File: src/rtl/dm_arbiter_if.sv
// Bus bundle between the N_CORES requesting cores, the dm_arbiter and the shared
// single-port data memory.
//
// Core side : req, wr, addr, wdata (cores -> arbiter); gnt, rvalid, rdata, busy
//             (arbiter -> cores). Per-core fields are packed, core i at
//             [i*W +: W].
// Memory side: mem_addr, mem_wr, mem_wdata (arbiter -> memory); mem_rdata
//             (memory -> arbiter, valid one cycle after the address).
//
// Modports:
//   slave  - the arbiter's view.
//   master - the view of whatever drives the cores and models the memory.
interface dm_arbiter_if #(
  parameter int unsigned N_CORES = 4,
  parameter int unsigned ADDR_W  = 16,
  parameter int unsigned DATA_W  = 8
) ();

  logic [N_CORES-1:0]        req;
  logic [N_CORES-1:0]        wr;
  logic [N_CORES*ADDR_W-1:0] addr;
  logic [N_CORES*DATA_W-1:0] wdata;
  logic [N_CORES-1:0]        gnt;
  logic [N_CORES-1:0]        rvalid;
  logic [DATA_W-1:0]         rdata;
  logic                      busy;
  logic [ADDR_W-1:0]         mem_addr;
  logic                      mem_wr;
  logic [DATA_W-1:0]         mem_wdata;
  logic [DATA_W-1:0]         mem_rdata;

  modport slave (
    input  req, wr, addr, wdata, mem_rdata,
    output gnt, rvalid, rdata, busy, mem_addr, mem_wr, mem_wdata
  );

  modport master (
    output req, wr, addr, wdata, mem_rdata,
    input  gnt, rvalid, rdata, busy, mem_addr, mem_wr, mem_wdata
  );

endinterface

File: src/rtl/dm_arbiter.sv
// Shared data-memory arbiter for the multi-core matrix multiplier.
//
// One single-port synchronous memory is shared by N_CORES cores. Each request is
// one read or one write. A winner is chosen in IDLE, granted for exactly one
// cycle (GRANT, memory access issued), and reads spend one more cycle in WAIT_RD
// while the memory returns data; rdata/rvalid appear the cycle after that.
//
// Ports:
//   clk   - system clock, rising edge.
//   rst_n - asynchronous active-low reset; abandons any transaction in flight.
//   bus   - dm_arbiter_if.slave: core req/wr/addr/wdata in, gnt/rvalid/rdata/busy
//           out, memory mem_addr/mem_wr/mem_wdata out, mem_rdata in.
//
// Build option:
//   DM_ARB_FIXED_PRIO_EN - when defined, fixed priority (lowest index wins) and no
//   round-robin pointer exists. Undefined (default): round-robin starting after
//   the last granted core, core 0 first out of reset.
module dm_arbiter #(
  parameter int unsigned N_CORES = 4,
  parameter int unsigned ADDR_W  = 16,
  parameter int unsigned DATA_W  = 8
) (
  input  logic         clk,
  input  logic         rst_n,
  dm_arbiter_if.slave  bus
);

  localparam int unsigned IDX_W = (N_CORES > 1) ? $clog2(N_CORES) : 1;

  typedef enum logic [1:0] {StIdle, StGrant, StWaitRd} state_e;

  state_e           state_q;
  logic [IDX_W-1:0] sel_q;    // core owning the current transaction
  logic [IDX_W-1:0] win;      // combinational winner of the IDLE arbitration
  logic [IDX_W-1:0] win_lo;   // lowest requester (wrap-around / fixed priority)

`ifdef DM_ARB_FIXED_PRIO_EN

  always_comb begin
    win_lo = '0;
    // Descending scan: the last hit is the lowest requesting index.
    for (int i = N_CORES - 1; i >= 0; i--) begin
      if (bus.req[i]) win_lo = IDX_W'(i);
    end
    win = win_lo;
  end

`else

  logic [IDX_W-1:0] last_q;   // most recently granted core
  logic [IDX_W-1:0] win_hi;   // lowest requester strictly above last_q
  logic             hi_found;

  // Nearest requester after last_q, modulo N_CORES: prefer the lowest index above
  // last_q, otherwise wrap to the lowest index at or below it.
  always_comb begin
    win_lo   = '0;
    win_hi   = '0;
    hi_found = 1'b0;
    for (int i = N_CORES - 1; i >= 0; i--) begin
      if (bus.req[i]) begin
        if (IDX_W'(i) > last_q) begin
          win_hi   = IDX_W'(i);
          hi_found = 1'b1;
        end else begin
          win_lo = IDX_W'(i);
        end
      end
    end
    win = hi_found ? win_hi : win_lo;
  end

`endif

  assign bus.busy = (state_q != StIdle);

  // Single FSM; every core/memory output is a register. mem_addr, mem_wdata and
  // mem_wr double as the captured request, so they hold in IDLE and WAIT_RD.
  always_ff @(posedge clk or negedge rst_n) begin
    if (!rst_n) begin
      state_q       <= StIdle;
      sel_q         <= '0;
      bus.gnt       <= '0;
      bus.rvalid    <= '0;
      bus.rdata     <= '0;
      bus.mem_addr  <= '0;
      bus.mem_wdata <= '0;
      bus.mem_wr    <= 1'b0;
`ifndef DM_ARB_FIXED_PRIO_EN
      last_q        <= IDX_W'(N_CORES - 1);
`endif
    end else begin
      unique case (state_q)
        StIdle: begin
          bus.rvalid <= '0;
          if (|bus.req) begin
            sel_q         <= win;
            bus.gnt       <= N_CORES'(1) << win;
            bus.mem_addr  <= bus.addr[win * ADDR_W +: ADDR_W];
            bus.mem_wdata <= bus.wdata[win * DATA_W +: DATA_W];
            bus.mem_wr    <= bus.wr[win];
            state_q       <= StGrant;
          end
        end

        StGrant: begin
          bus.gnt    <= '0;
          bus.mem_wr <= 1'b0;
`ifndef DM_ARB_FIXED_PRIO_EN
          last_q     <= sel_q;
`endif
          // mem_wr still holds the captured direction during GRANT.
          state_q    <= bus.mem_wr ? StIdle : StWaitRd;
        end

        StWaitRd: begin
          bus.rdata  <= bus.mem_rdata;
          bus.rvalid <= N_CORES'(1) << sel_q;
          state_q    <= StIdle;
        end

        default: state_q <= StIdle;
      endcase
    end
  end

endmodule

File: src/flat_wrapper.sv
// flat-port wrapper written by rule: the top's interface ports become plain ports
module dm_arbiter_flat 
#(
  parameter int unsigned N_CORES = 4,
  parameter int unsigned ADDR_W  = 16,
  parameter int unsigned DATA_W  = 8
)
  (clk, rst_n, bus_req, bus_wr, bus_addr, bus_wdata, bus_mem_rdata, bus_gnt, bus_rvalid, bus_rdata, bus_busy, bus_mem_addr, bus_mem_wr, bus_mem_wdata);
  dm_arbiter_if #(.N_CORES(N_CORES), .ADDR_W(ADDR_W), .DATA_W(DATA_W)) bus_i ();
  input  logic clk;
  input  logic rst_n;
  input wire logic [$bits(bus_i.req)-1:0] bus_req;
  input wire logic [$bits(bus_i.wr)-1:0] bus_wr;
  input wire logic [$bits(bus_i.addr)-1:0] bus_addr;
  input wire logic [$bits(bus_i.wdata)-1:0] bus_wdata;
  input wire logic [$bits(bus_i.mem_rdata)-1:0] bus_mem_rdata;
  output wire logic [$bits(bus_i.gnt)-1:0] bus_gnt;
  output wire logic [$bits(bus_i.rvalid)-1:0] bus_rvalid;
  output wire logic [$bits(bus_i.rdata)-1:0] bus_rdata;
  output wire logic [$bits(bus_i.busy)-1:0] bus_busy;
  output wire logic [$bits(bus_i.mem_addr)-1:0] bus_mem_addr;
  output wire logic [$bits(bus_i.mem_wr)-1:0] bus_mem_wr;
  output wire logic [$bits(bus_i.mem_wdata)-1:0] bus_mem_wdata;
  assign bus_i.req = bus_req;
  assign bus_i.wr = bus_wr;
  assign bus_i.addr = bus_addr;
  assign bus_i.wdata = bus_wdata;
  assign bus_i.mem_rdata = bus_mem_rdata;
  assign bus_gnt = bus_i.gnt;
  assign bus_rvalid = bus_i.rvalid;
  assign bus_rdata = bus_i.rdata;
  assign bus_busy = bus_i.busy;
  assign bus_mem_addr = bus_i.mem_addr;
  assign bus_mem_wr = bus_i.mem_wr;
  assign bus_mem_wdata = bus_i.mem_wdata;
  dm_arbiter #(.N_CORES(N_CORES), .ADDR_W(ADDR_W), .DATA_W(DATA_W)) u_core (.clk(clk), .rst_n(rst_n), .bus(bus_i));
endmodule
File: config.mk
export PLATFORM = sky130hd
export DESIGN_NAME = dm_arbiter_flat
export DESIGN_NICKNAME = d
export VERILOG_FILES = /design/src/rtl/dm_arbiter_if.sv /design/src/rtl/dm_arbiter.sv /design/src/flat_wrapper.sv
export SDC_FILE = /design/constraint.sdc
export NUM_CORES = 1
export LEC_CHECK = 0
export ABC_AREA = 1
export CORE_ASPECT_RATIO = 0.9
export CORE_MARGIN = 2
export CORE_UTILIZATION = 40
export CTS_CLUSTER_DIAMETER = 100
export DETAILED_ROUTE_END_ITERATION = 10
export GPL_TIMING_DRIVEN = 0
export PLACE_DENSITY = 0.82
export SYNTH_ARGS = -nofsm -noshare
export SYNTH_HDL_FRONTEND = slang
export SYNTH_SLANG_ARGS = --single-unit
File: constraint.sdc
create_clock -name clk -period 2.1 [get_ports clk]
set_input_delay 0.21 -clock clk [delete_from_list [all_inputs] [get_ports clk]]
set_output_delay 0.21 -clock clk [all_outputs]
set_load 0.05 [all_outputs]
== After elaboration in Yosys (flattened, before gate mapping) ==
Cells that the tools add are included.

* Multiplexer cells: 35
* Equal/unequal tests: 3
* Reduce and logical (&&, ||, !) cells: 7
* Magnitude comparators: 5
* Shifts and indexed selects: 4

{| class="wikitable"
|+ Operators with widths
! operator !! number
|-
| variable part select 64 x 7 -> 16 bit || 1
|-
| two-way mux 2 bit || 19
|-
| variable part select 32 x 6 -> 8 bit || 1
|-
| one-hot mux 4 bit (2 select lines) || 2
|-
| two-way mux 1 bit || 10
|-
| left shift 1 x 2 -> 4 bit (first input constant) || 2
|-
| nonzero test 2 bit || 3
|-
| > comparator 1 x 2 -> 1 bit (first input constant) || 2
|-
| > comparator 2 bit (first input constant) || 2
|-
| two-way mux 4 bit || 1
|-
| one-hot mux 2 bit (2 select lines) || 1
|-
| AND reduction 2 bit || 2
|-
| OR reduction 4 bit || 1
|-
| < comparator 2 x 3 -> 1 bit (second input constant) || 1
|-
| binary-select mux 1 bit (select 2 bit) || 1
|-
| equality test 2 x 1 -> 1 bit (second input constant) || 1
|-
| equality test 2 bit (second input constant) || 1
|-
| logical NOT 2 bit || 1
|-
| != test 2 x 1 -> 1 bit (second input constant) || 1
|-
| one-hot mux 1 bit (2 select lines) || 1
|}

* Flip-flop bits (word level): 47

== Logic depth before layout (Yosys ltp) ==
* Depth after elaboration: 14
* Gate-level depth with buffers: 13

== Worst setup path before layout ==
OpenSTA, ideal clock, no wires.

* Kind: flip-flop to flip-flop
* From: register u_core.last_q[1]
* To: register u_core.bus.gnt[0]
* Setup slack: 0.581 ns
* Path buffers: 2
* Arrival: 1.398 ns
* Stages on the path, launching flop included: 9
* Cell sequence: dfstp_2 nand2_1 a21oi_1 nand3_1 nand2_1 nand2_1 buf_2 buf_6 a22o_1

* Word-level cells in the longest chain between the ends: 13
* Elaborated cells on any way between the ends: 32
* Those cells by class: order compare (4); shift (1); mux (27)

{| class="wikitable"
|+ RTL lines
! element !! line !! source
|-
| from (decl) || dm_arbiter.sv:50 || <nowiki>logic [IDX_W-1:0] last_q;</nowiki>
|-
| from (signal assigned) || dm_arbiter.sv:90 || <nowiki>last_q <= IDX_W'(N_CORES - 1);</nowiki>
|-
| from (signal assigned) || dm_arbiter.sv:110 || <nowiki>last_q <= sel_q;</nowiki>
|-
| > comparator 2 bit || dm_arbiter.sv:62 || <nowiki>if (IDX_W'(i) > last_q) begin</nowiki>
|-
| two-way mux 2 bit or two-way mux 1 bit (tied branches) || dm_arbiter.sv:62 ||
|-
| two-way mux 2 bit or two-way mux 1 bit (tied branches) || dm_arbiter.sv:61 || <nowiki>if (bus.req[i]) begin</nowiki>
|-
| two-way mux 2 bit or two-way mux 1 bit (tied branches) || dm_arbiter.sv:62 ||
|-
| two-way mux 2 bit or two-way mux 1 bit (tied branches) || dm_arbiter.sv:61 ||
|-
| two-way mux 2 bit or two-way mux 1 bit (tied branches) || dm_arbiter.sv:62 ||
|-
| two-way mux 2 bit or two-way mux 1 bit (tied branches) || dm_arbiter.sv:61 ||
|-
| two-way mux 2 bit or two-way mux 1 bit (tied branches) || dm_arbiter.sv:62 ||
|-
| two-way mux 2 bit or two-way mux 1 bit (tied branches) || dm_arbiter.sv:61 ||
|-
| two-way mux 2 bit * || dm_arbiter.sv:70 || <nowiki>win = hi_found ? win_hi : win_lo;</nowiki>
|-
| left shift 1 x 2 -> 4 bit * || dm_arbiter.sv:98 || <nowiki>bus.gnt <= N_CORES'(1) << win;</nowiki>
|-
| two-way mux 4 bit * || dm_arbiter.sv:96 || <nowiki>if (|bus.req) begin</nowiki>
|-
| one-hot mux 4 bit (2 select lines) * || dm_arbiter.sv:93 || <nowiki>unique case (state_q)</nowiki>
|-
| to (signal assigned) || dm_arbiter.sv:98 ||
|-
| to (decl) || dm_arbiter_if.sv:34 || <nowiki>output gnt, rvalid, rdata, busy, mem_addr, mem_wr, mem_wdata</nowiki>
|}

Mark *: on every way between the ends. The rest lies on a longest branch, timed or not. The select of a mux whose other input is x is not followed.
A chain may end at the register's enable or synchronous reset.

== Final worst setup path ==
* From: register u_core.state_q[0]
* To: output bus_busy

* Word-level cells in the longest chain between the ends: 1

{| class="wikitable"
|+ RTL lines
! element !! line !! source
|-
| from (decl) || dm_arbiter.sv:32 || <nowiki>state_e state_q;</nowiki>
|-
| from (signal assigned) || dm_arbiter.sv:81 || <nowiki>state_q <= StIdle;</nowiki>
|-
| from (signal assigned) || dm_arbiter.sv:102 || <nowiki>state_q <= StGrant;</nowiki>
|-
| from (signal assigned) || dm_arbiter.sv:113 || <nowiki>state_q <= bus.mem_wr ? StIdle : StWaitRd;</nowiki>
|-
| nonzero test 2 bit || dm_arbiter.sv:75 || <nowiki>assign bus.busy = (state_q != StIdle);</nowiki>
|-
| to (decl) || flat_wrapper.sv:20 || <nowiki>output wire logic [$bits(bus_i.busy)-1:0] bus_busy;</nowiki>
|}

Every way passes these cells.

==> impl_results.md <==
- Post-synthesis sequential area ratio: 0.4033
- Critical Path Fanout Max: 5
- Outcome: finished, final reports clean
- Final ANT Viol Nets: 0
- WP data arrival: about 1.7 ns
- Crit. End Element: output pin
- Clock skew: between 0.006 and 0.007 ns
- Vias in the first global route: between 3000 and 4000
- Reg-to-reg setup timing slack: approximately 0.25 ns
- Fillers: around 640
- H-tree Lvls: 2
- Largest net degree at the start of global routing: ~40
- Setup CP Type: reg -> out
- Reg2reg end: u_core.bus.mem_wdata[1]
- Final setup viols: 0
- Final instance area: 0.004728 mm2
- Detailed-route DRC error count: 0
- Pwr Density: approximately 1500 mW/mm2
- First-pass GRT wire length: 15.55 mm
- Footprint of the flip-flops and latches: approximately 0.0012 mm2
- # resized after CTS: 0
- Clk_lat worst skew: 0.30 ns
- Drt via density: 4.867
- DRT iter0 DRCs: between 100 and 150
- Global Route Usage Sum: 0.2446
- Post-CTS setup buffer count: 0
- Max Freq: 528.5 MHz
- IO buf count: 155
- # diodes: 0
- Routed wire per std cell: 13.67 um
- DP HPWL: ~7.6 mm
- Mapped Area: a little under 0.003 mm2
- Crit path from: u_core.state_q[0]
- Crit path time final: about 1.9 ns
- Final Hold Viols: 0
- Multi-input logic area: ~0.0015 mm2
- Clock buffer count from CTS: 5
- Drt first pass iters: 4
- Layout cells sized above 1: 0.08896
- Period utilisation layout: 0.9010
- Area Growth Syn to Fin: 61.77%
- Synth Flop Type: dfrtp_1
- Synth warnings: 0
- Inst Count DP: 691
- Std-Cell Rows: 29
- HP Class: in -> async
- Synth cell types: 23
- Relative slew slack: 0.6363
- Clk buf depth: 2
- Worst-case vdd ir drop: 0.6160 mV
- Via count: between 3000 and 4000
- R2R cell count: 13
- Clock slew seen by the registers of the worst setup and hold paths: approximately 0.090 ns
- CTS tree: yes
- Dpl cell area: 0.004606 mm2
- Clock Tree Root: clkbuf_8
- Worst EP required: 1.89 ns
- Max-Cap Viols: 0
- Antenna violations before repair: 0
- EDFF count, synth: 0
- Io pins: between 150 and 200
- Final wirelength: 9.568 mm
- Gp weighted congestion: 0.9521
- Layout Cells excl Fill: 700
- Clock sinks: 47
- Flops & latches, synth: between 40 and 50
- Lkg Pwr: 2.404 nW
- Mapped Cells: ~440
- Asr flop ratio synth: 1.000
- Die width: between 90 and 100 um
- Final #Nets: 720
- Grt total ovfl: 0
- Core area: 0.007076 mm2
- Startpoint types: flip-flop
- Die area: 0.008008 mm2
- Hold Buf Count CTS: 1
- Final slew viol count: 0
- Worst slew pin tran: approximately 0.54 ns
- Die Span Y: ~85 um
- Syn_area_per_cell: 6.613 um2
- Synthesized net count: between 500 and 600
- Unrepaired setup endpoints after global routing: no
- Starting Density: 0.4131
- Crit Reg-Reg Startpoint: u_core.last_q[1]
## cells in the mapped netlist, types with 2 or more instances
| master | number | area (um2) |
|---|---|---|
| clkbuf_1 | 3 | 11.26 |
| mux2_2 | 8 | 90.09 |
| o21ai_0 | 3 | 15.01 |
| nand3_1 | 53 | 265.3 |
| nor2_1 | 5 | 18.77 |
| a21oi_1 | 2 | 10.01 |
| dfrtp_1 | 45 | 1126 |
| inv_1 | 8 | 30.03 |
| buf_6 | 6 | 67.56 |
| buf_2 | 16 | 80.08 |
| inv_2 | 6 | 22.52 |
| dfstp_2 | 2 | 52.55 |
| o31ai_1 | 6 | 45.04 |
| nand2_1 | 270 | 1013 |
## how the worst max path moves through the flow
stage	endpoint	slack, ns	depth (start not counted)
6_report	bus_busy	0.21	3
2_1_floorplan	u_core.bus.gnt[0]	0.58	8
3_5_place_dp	u_core.bus.mem_addr[6]	0.09	12
5_1_grt	u_core.bus.mem_wdata[1]	0.05	13
4_1_cts	bus_busy	0.18	3
3_3_place_gp	u_core.bus.mem_addr[7]	-0.47	1
## state kept, by name, summed over array words and instances (netlist names)
name / count
u_core.bus.gnt: 4
u_core.bus.mem_addr: 16
u_core.bus.mem_wdata: 8
u_core.bus.mem_wr: 1
u_core.bus.rdata: 8
u_core.bus.rvalid: 4
u_core.last_q: 2
u_core.sel_q: 2
u_core.state_q: 2
## per-stage QoR
stage | setup WS, ns | power [W] | util | hold slack, ns | setup TNS (ns)
detailed placement | 0.08863 | 0.006318 | 0.6509 | 0.06891 | 0
CTS | 0.1816 | 0.006994 | 0.6683 | 0.2774 | 0
global route | 0.05231 | 0.007505 | 0.6683 | 0.2984 | 0
global placement | -0.4724 | 0.006226 | 0.6488 | 0.4627 | -21.11
floorplan | 0.5812 | 0.004755 | - | -0.08559 | 0
finish | 0.2078 | 0.006962 | 0.6683 | 0.2828 | 0
## critical path: stages, from the launching register on
cell,delay [ns]
dfrtp_1,0.43
inv_1,0.10
nand2_1,0.07
clkdlybuf4s50_1,0.79
## cell families (layout without fill, tap and decap cells)
group,Yosys count,after routing,share of synthesized area
buf+inv,40,205,0.07363
mux,8,8,0.03082
flops,47,47,0.4033
simple gates,334,334,0.4610
compound gates,13,13,0.03125
## cell type report
cell class                      instances  area share
Buffer                                 26     0.03440
Clock buffer                            5     0.01455
Clock inverter                          3    0.009262
Inverter                               14     0.01111
Multi-Input combinational cell        355      0.3234
Sequential cell                        47      0.2493
Tap cell                               93     0.02461
Timing Repair Buffer                  157      0.3334
## cell usage in the layout, fill, tap and decap left out, types with 2 or more instances in the layout
cell type,synthesis,layout
a21oi_1,2,2
buf_2,16,17
buf_6,6,6
clkbuf_1,3,3
clkbuf_8,0,5
clkdlybuf4s50_1,0,154
dfrtp_1,45,45
dfstp_2,2,2
inv_1,8,8
inv_2,6,6
mux2_2,8,8
nand2_1,270,270
nand3_1,53,53
nor2_1,5,5
o21ai_0,3,3
o31ai_1,6,6
## report_power, final
part / leakage, nW / internal (W) / total (W) / switching [W]
Combinational: 1.76 / 0.00163 / 0.00469 / 0.00307
Sequential: 0.584 / 0.00134 / 0.00160 / 0.000260
Clock: 0.0581 / 0.000355 / 0.000668 / 0.000313
## layer usage
metal / routed length, um / global-route usage / vias up / part of all wire
met3: 706 / 0.06128 / 10 / 0.074
met1: 4081 / 0.3028 / 1549 / 0.43
li1: - / - / 1710 / -
met2: 4664 / 0.4305 / 138 / 0.49
met4: 116 / 0.05402 / 0 / 0.012
met5: 0 / 0 / - / 0
Power figures use the tool's default switching activity.
